==> config.mk <==
export PLATFORM = sky130hd
export DESIGN_NAME = lane_game_sequencer
export DESIGN_NICKNAME = d
export VERILOG_FILES = /design/src/rtl/lane_game_sequencer.sv
export SDC_FILE = /design/constraint.sdc
export NUM_CORES = 1
export LEC_CHECK = 0
export CORE_MARGIN = 2
export CORE_UTILIZATION = 40
export DETAILED_ROUTE_END_ITERATION = 8
export GPL_TIMING_DRIVEN = 0
export PLACE_DENSITY = 0.71
export SYNTH_ARGS = -nofsm -noshare
export SYNTH_HDL_FRONTEND = slang
export SYNTH_SLANG_ARGS = --single-unit
==> constraint.sdc <==
create_clock -name clk -period 8.7 [get_ports clk]
set_input_delay 1.74 -clock clk [delete_from_list [all_inputs] [get_ports clk]]
set_output_delay 1.74 -clock clk [all_outputs]
set_load 0.05 [all_outputs]
==> src/rtl/lane_game_sequencer.sv <==
// Game-flow controller for the two-player lane-crossing game.
// Optional per-turn timeout when TURN_TIMEOUT_EN is defined.
module lane_game_sequencer #(
  parameter int NUM_LANES  = 6,
  parameter int LANE_PITCH = 60,
  parameter int Y_BASE     = 0,
  parameter int WIN_SCORE  = 10,
  parameter int HOLD_TICKS = 32
`ifdef TURN_TIMEOUT_EN
  ,
  parameter int TURN_TICKS = 600
`endif
) (
  input  logic       clk,
  input  logic       reset,
  input  logic       tick,
  input  logic       start,
  input  logic       btn_up,
  input  logic       btn_down,
  input  logic       hit,
  output logic [1:0] state,
  output logic [2:0] player_lane,
  output logic [9:0] player_y,
  output logic       block_run,
  output logic [3:0] p1_score,
  output logic [3:0] p2_score,
  output logic [1:0] winner,
  output logic       turn_start
);

  localparam logic [2:0] START_LANE = 3'(NUM_LANES + 1);
  localparam logic [2:0] LAST_MID   = 3'(NUM_LANES);
  localparam logic [3:0] WIN        = 4'(WIN_SCORE);
  localparam int         HC_W       = $clog2(HOLD_TICKS + 1);
  localparam logic [HC_W-1:0] HC_END = HC_W'(HOLD_TICKS - 1);
`ifdef TURN_TIMEOUT_EN
  localparam int         TC_W       = $clog2(TURN_TICKS + 1);
  localparam logic [TC_W-1:0] TC_END = TC_W'(TURN_TICKS - 1);
`endif

  typedef enum logic [1:0] {
    S_IDLE,
    S_PLAY,
    S_HOLD,
    S_DONE
  } fsm_t;

  fsm_t            fsm_q, fsm_d;
  logic            p2_q, p2_d;
  logic [2:0]      lane_q, lane_d;
  logic [9:0]      y_q, y_d;
  logic [3:0]      s1_q, s1_d;
  logic [3:0]      s2_q, s2_d;
  logic [1:0]      win_q, win_d;
  logic            ts_q, ts_d;
  logic [HC_W-1:0] hc_q, hc_d;
`ifdef TURN_TIMEOUT_EN
  logic [TC_W-1:0] tc_q, tc_d;
`endif

  logic up_only, dn_only, mid_lane;

  assign up_only  = btn_up & ~btn_down;
  assign dn_only  = btn_down & ~btn_up;
  assign mid_lane = (lane_q != 3'd0) && (lane_q <= LAST_MID);

  always_ff @(posedge clk) begin
    if (!reset) begin
      fsm_q  <= S_IDLE;
      p2_q   <= 1'b0;
      lane_q <= START_LANE;
      y_q    <= 10'(int'(START_LANE) * LANE_PITCH + Y_BASE);
      s1_q   <= 4'd0;
      s2_q   <= 4'd0;
      win_q  <= 2'b00;
      ts_q   <= 1'b0;
      hc_q   <= '0;
`ifdef TURN_TIMEOUT_EN
      tc_q   <= '0;
`endif
    end else begin
      fsm_q  <= fsm_d;
      p2_q   <= p2_d;
      lane_q <= lane_d;
      y_q    <= y_d;
      s1_q   <= s1_d;
      s2_q   <= s2_d;
      win_q  <= win_d;
      ts_q   <= ts_d;
      hc_q   <= hc_d;
`ifdef TURN_TIMEOUT_EN
      tc_q   <= tc_d;
`endif
    end
  end

  always_comb begin
    fsm_d  = fsm_q;
    p2_d   = p2_q;
    lane_d = lane_q;
    s1_d   = s1_q;
    s2_d   = s2_q;
    win_d  = win_q;
    ts_d   = 1'b0;
    hc_d   = hc_q;
`ifdef TURN_TIMEOUT_EN
    tc_d   = tc_q;
`endif
    unique case (fsm_q)
      S_IDLE: begin
        if (start) begin
          fsm_d  = S_PLAY;
          p2_d   = 1'b0;
          lane_d = START_LANE;
          ts_d   = 1'b1;
`ifdef TURN_TIMEOUT_EN
          tc_d   = '0;
`endif
        end
      end
      S_PLAY: begin
        // hit outranks a simultaneous goal move
        if (hit && mid_lane) begin
          fsm_d = S_HOLD;
          hc_d  = '0;
        end else if (up_only && lane_q == 3'd1) begin
          lane_d = 3'd0;
          fsm_d  = S_HOLD;
          hc_d   = '0;
          if (!p2_q) begin
            if (s1_q != WIN) s1_d = s1_q + 4'd1;
          end else begin
            if (s2_q != WIN) s2_d = s2_q + 4'd1;
          end
        end else begin
          if (up_only && lane_q != 3'd0) begin
            lane_d = lane_q - 3'd1;
          end else if (dn_only && lane_q != START_LANE) begin
            lane_d = lane_q + 3'd1;
          end
`ifdef TURN_TIMEOUT_EN
          if (tick) begin
            if (tc_q == TC_END) begin
              fsm_d = S_HOLD;
              hc_d  = '0;
            end else begin
              tc_d = tc_q + 1'b1;
            end
          end
`endif
        end
      end
      S_HOLD: begin
        if (tick) begin
          if (hc_q == HC_END) begin
            if (s1_q == WIN || s2_q == WIN) begin
              fsm_d = S_DONE;
              win_d = (s1_q == WIN) ? 2'b01 : 2'b10;
            end else begin
              fsm_d  = S_PLAY;
              p2_d   = ~p2_q;
              lane_d = START_LANE;
              ts_d   = 1'b1;
`ifdef TURN_TIMEOUT_EN
              tc_d   = '0;
`endif
            end
          end else begin
            hc_d = hc_q + 1'b1;
          end
        end
      end
      S_DONE: begin
      end
    endcase
    y_d = 10'(int'(lane_d) * LANE_PITCH + Y_BASE);
  end

  always_comb begin
    state = 2'b00;
    unique case (fsm_q)
      S_IDLE: state = 2'b00;
      S_PLAY,
      S_HOLD: state = {p2_q, ~p2_q};
      S_DONE: state = 2'b11;
    endcase
  end

  assign player_lane = lane_q;
  assign player_y    = y_q;
  assign block_run   = (fsm_q == S_PLAY);
  assign p1_score    = s1_q;
  assign p2_score    = s2_q;
  assign winner      = win_q;
  assign turn_start  = ts_q;

endmodule

==> run metrics <==
outcome finished clean; CTS Sinks 29; Peak VDD IR 0.252 mV; Rows 25; GRT Total Usage 0.168; final WL 4390 µm; CP required between 8 and 9 ns; Synth async-reset ratio 0; Mapped Cells 234; Post-CTS Resized 0; routed vias ~1,800; commonest register cell after synthesis dfxtp_1; total grt overflow 0; placed insts 332; number of synthesized flops with an enable pin 0; Die Span X approximately 75 µm; crit share post-route 0.552; Leak 1.01 nW; hold slack 0.443 ns; Residual DRC 0; Final Wtd Congestion 0.808; routed len/inst 12.9 µm; CP startpoint kind primary input; Fillers 460; Final Max Tran Viols 0; RSZ-0062 raised after global routing no; first-pass GRT wire length 7250 µm; iteration-0 DRC count of the detailed router 141; DRT antenna net count 0; CTS tree yes; worst relative slew slack 0.347; drt first pass iters 4; Setup CP Type primary input to register; largest net degree at the start of global routing 11; IO Pins 34; number of synthesis warnings 0; Longest Clk Path Bufs 2; Max Cap Viol 0; share of layout cells above drive strength 1 0.0659; DP HPWL 3290 µm; nets@finish 305; clk_lat worst skew 0.28 ns; synthesized flop and latch total 29; initial antenna violation count 0; core area 4790 µm²; Synth Area per Inst between 8 and 9 µm²; Initial Utilization 0.419; vias in the first global route 1,620; Hold Crit Class register to register; Final Non-Filler Cells 340; Yosys cell types 51; ANT cells 0; sequential cell area a little under 600 µm²; crit path max fanout 5; pwr/cell area 295 nW/µm²; H-tree levels 2; mapped cell area 2010 µm²; Place WS 3.65 ns; Crit path arrival time ~5.0 ns; Die ar. 5600 µm²; clock root buffer clkbuf_8; setup repair bufs after CTS 0; Worst-Margin Slew just under 1 ns; Setup TNS Final 0 ns; height of the chip 74.8 µm; fmax roughly 210 MHz; vias per cell 5.17; Hold Vio Cnt, Final 0; part of the Yosys area used for sequential elements 0.289; area grow syn2layout 23.0%; Finish-stage setup viols 0; cts hold-fix bufs 0; crit path time final ~4.8 ns; Port Buf Inserts 29; Multi-input gate area around 1300 µm²; clk slew on worst S/H paths ~0.06 ns; Num CTS Buffers 5; Critical Path End Type register; PnR worst setup slack 3.90 ns; Worst Skew 0.00408 ns
## per-layer routing
| metal | wire length [µm] | track usage | part of all wire | vias up |
|---|---|---|---|---|
| met5 | 0 | 0 | 0 | - |
| met4 | 76 | 0.0694 | 0.017 | 0 |
| met3 | 207 | 0.0348 | 0.047 | 7 |
| met2 | 2040 | 0.270 | 0.46 | 46 |
| met1 | 2070 | 0.220 | 0.47 | 831 |
| li1 | - | - | - | 873 |
## registers in the layout, summed over array words and instances (netlist names)
register	cells
p1_score	4
player_lane	3
p2_q	1
fsm_q	2
hc_q	6
turn_start	1
winner	2
p2_score	4
player_y	6
## path summary, 6_finish.rpt
path | start | slack, ns | cells past startpoint | endpoint
max | btn_down | 3.90 | 12 | player_y[7]
min | winner[1] | 0.44 | 2 | winner[1]
max reg2reg | player_lane[0] | 4.99 | 14 | player_y[7]
min reg2reg | winner[1] | 0.44 | 2 | winner[1]
## critical path, cell delays in order
cell	delay, ns
clkdlybuf4s50_1	0.54
or3b_2	0.48
nor2_1	0.09
o21ai_0	0.08
a41oi_1	0.58
fa_1	0.57
ha_1	0.32
a21oi_1	0.14
nor2_1	0.05
nor2_1	0.13
xor2_1	0.17
nand2_1	0.07
## area by class of cell
cell class / instances / share of cell area
Multi-Input combinational cell: 179 / 0.526
Sequential cell: 29 / 0.235
Timing Repair Buffer: 29 / 0.118
Tap cell: 67 / 0.0340
Clock buffer: 8 / 0.0325
Buffer: 11 / 0.0289
Inverter: 17 / 0.0259
## cell usage in the layout, fill, tap and decap left out, types with 2 or more instances in the layout
cell type,netlist,final
fa_1,3,3
a311oi_1,2,2
nand2b_1,2,2
buf_4,4,4
and3_1,2,2
mux2i_1,5,5
nor3_1,5,5
inv_1,17,17
o21ai_0,8,8
nand2_1,17,17
nor2b_1,3,3
a2bb2oi_1,2,2
buf_6,2,2
a21oi_1,9,9
a22oi_1,2,2
nand3b_1,5,5
and2_1,6,6
o211ai_1,3,3
or4_1,2,2
clkbuf_1,5,8
conb_1,1,3
nand3_1,11,11
ha_1,23,23
o31ai_1,3,3
nor3b_1,2,2
clkdlybuf4s50_1,0,29
nor2_1,28,28
xor2_1,4,4
xnor2_1,7,7
dfxtp_1,29,29
clkbuf_8,0,5
## per-stage QoR
stage	area [µm²]	util	power [mW]
2_1_floorplan	2010	-	0.515
3_3_place_gp	2390	0.499	0.615
3_5_place_dp	2390	0.499	0.622
4_1_cts	2470	0.516	0.732
5_1_grt	2470	0.516	0.789
6_report	2470	0.516	0.728
## cells in the mapped netlist, drive strengths merged (2+ instances only)
cell type  number  area, µm²
and3            3       23.8
and2            6       37.5
nand2b          3       26.3
or4             2       15.0
nor3b           2       15.0
mux2i           5       50.1
nand3b          5       37.5
nand3          11       55.1
clkbuf          5       18.8
xor2            4       35.0
fa              3       60.1
o211ai          3       22.5
o21ai           9       48.8
nor2b           3       18.8
buf             6       52.6
inv            17       63.8
o31ai           3       22.5
xnor2           7       61.3
dfxtp          29        581
nor2           28        105
nand2          18       70.1
a2bb2oi         2       17.5
a21oi           9       45.0
nor3            5       25.0
a22oi           2       15.0
ha             23        288
a311oi          3       43.8
## kinds of logic (layout without fill, tap and decap cells)
| family | after synthesis | count (layout) | share of synthesized area |
|---|---|---|---|
| XOR/XNOR | 11 | 11 | 0.0480 |
| AND/OR/NAND/NOR | 94 | 94 | 0.250 |
| AO/OA/AOI/OAI | 40 | 40 | 0.145 |
| adder cells (fa/ha/maj) | 26 | 26 | 0.173 |
| other | 1 | 3 | 0.00187 |
| multiplexers | 5 | 5 | 0.0250 |
| buffers and inverters | 28 | 65 | 0.0674 |
| flip-flops | 29 | 29 | 0.289 |
## where the power goes
| part | total [mW] | switching, mW | internal, mW |
|---|---|---|---|
| Clock | 0.107 | 0.0501 | 0.0567 |
| Combinational | 0.454 | 0.275 | 0.179 |
| Sequential | 0.168 | 0.0144 | 0.154 |
(Power assumes the default switching activity.)
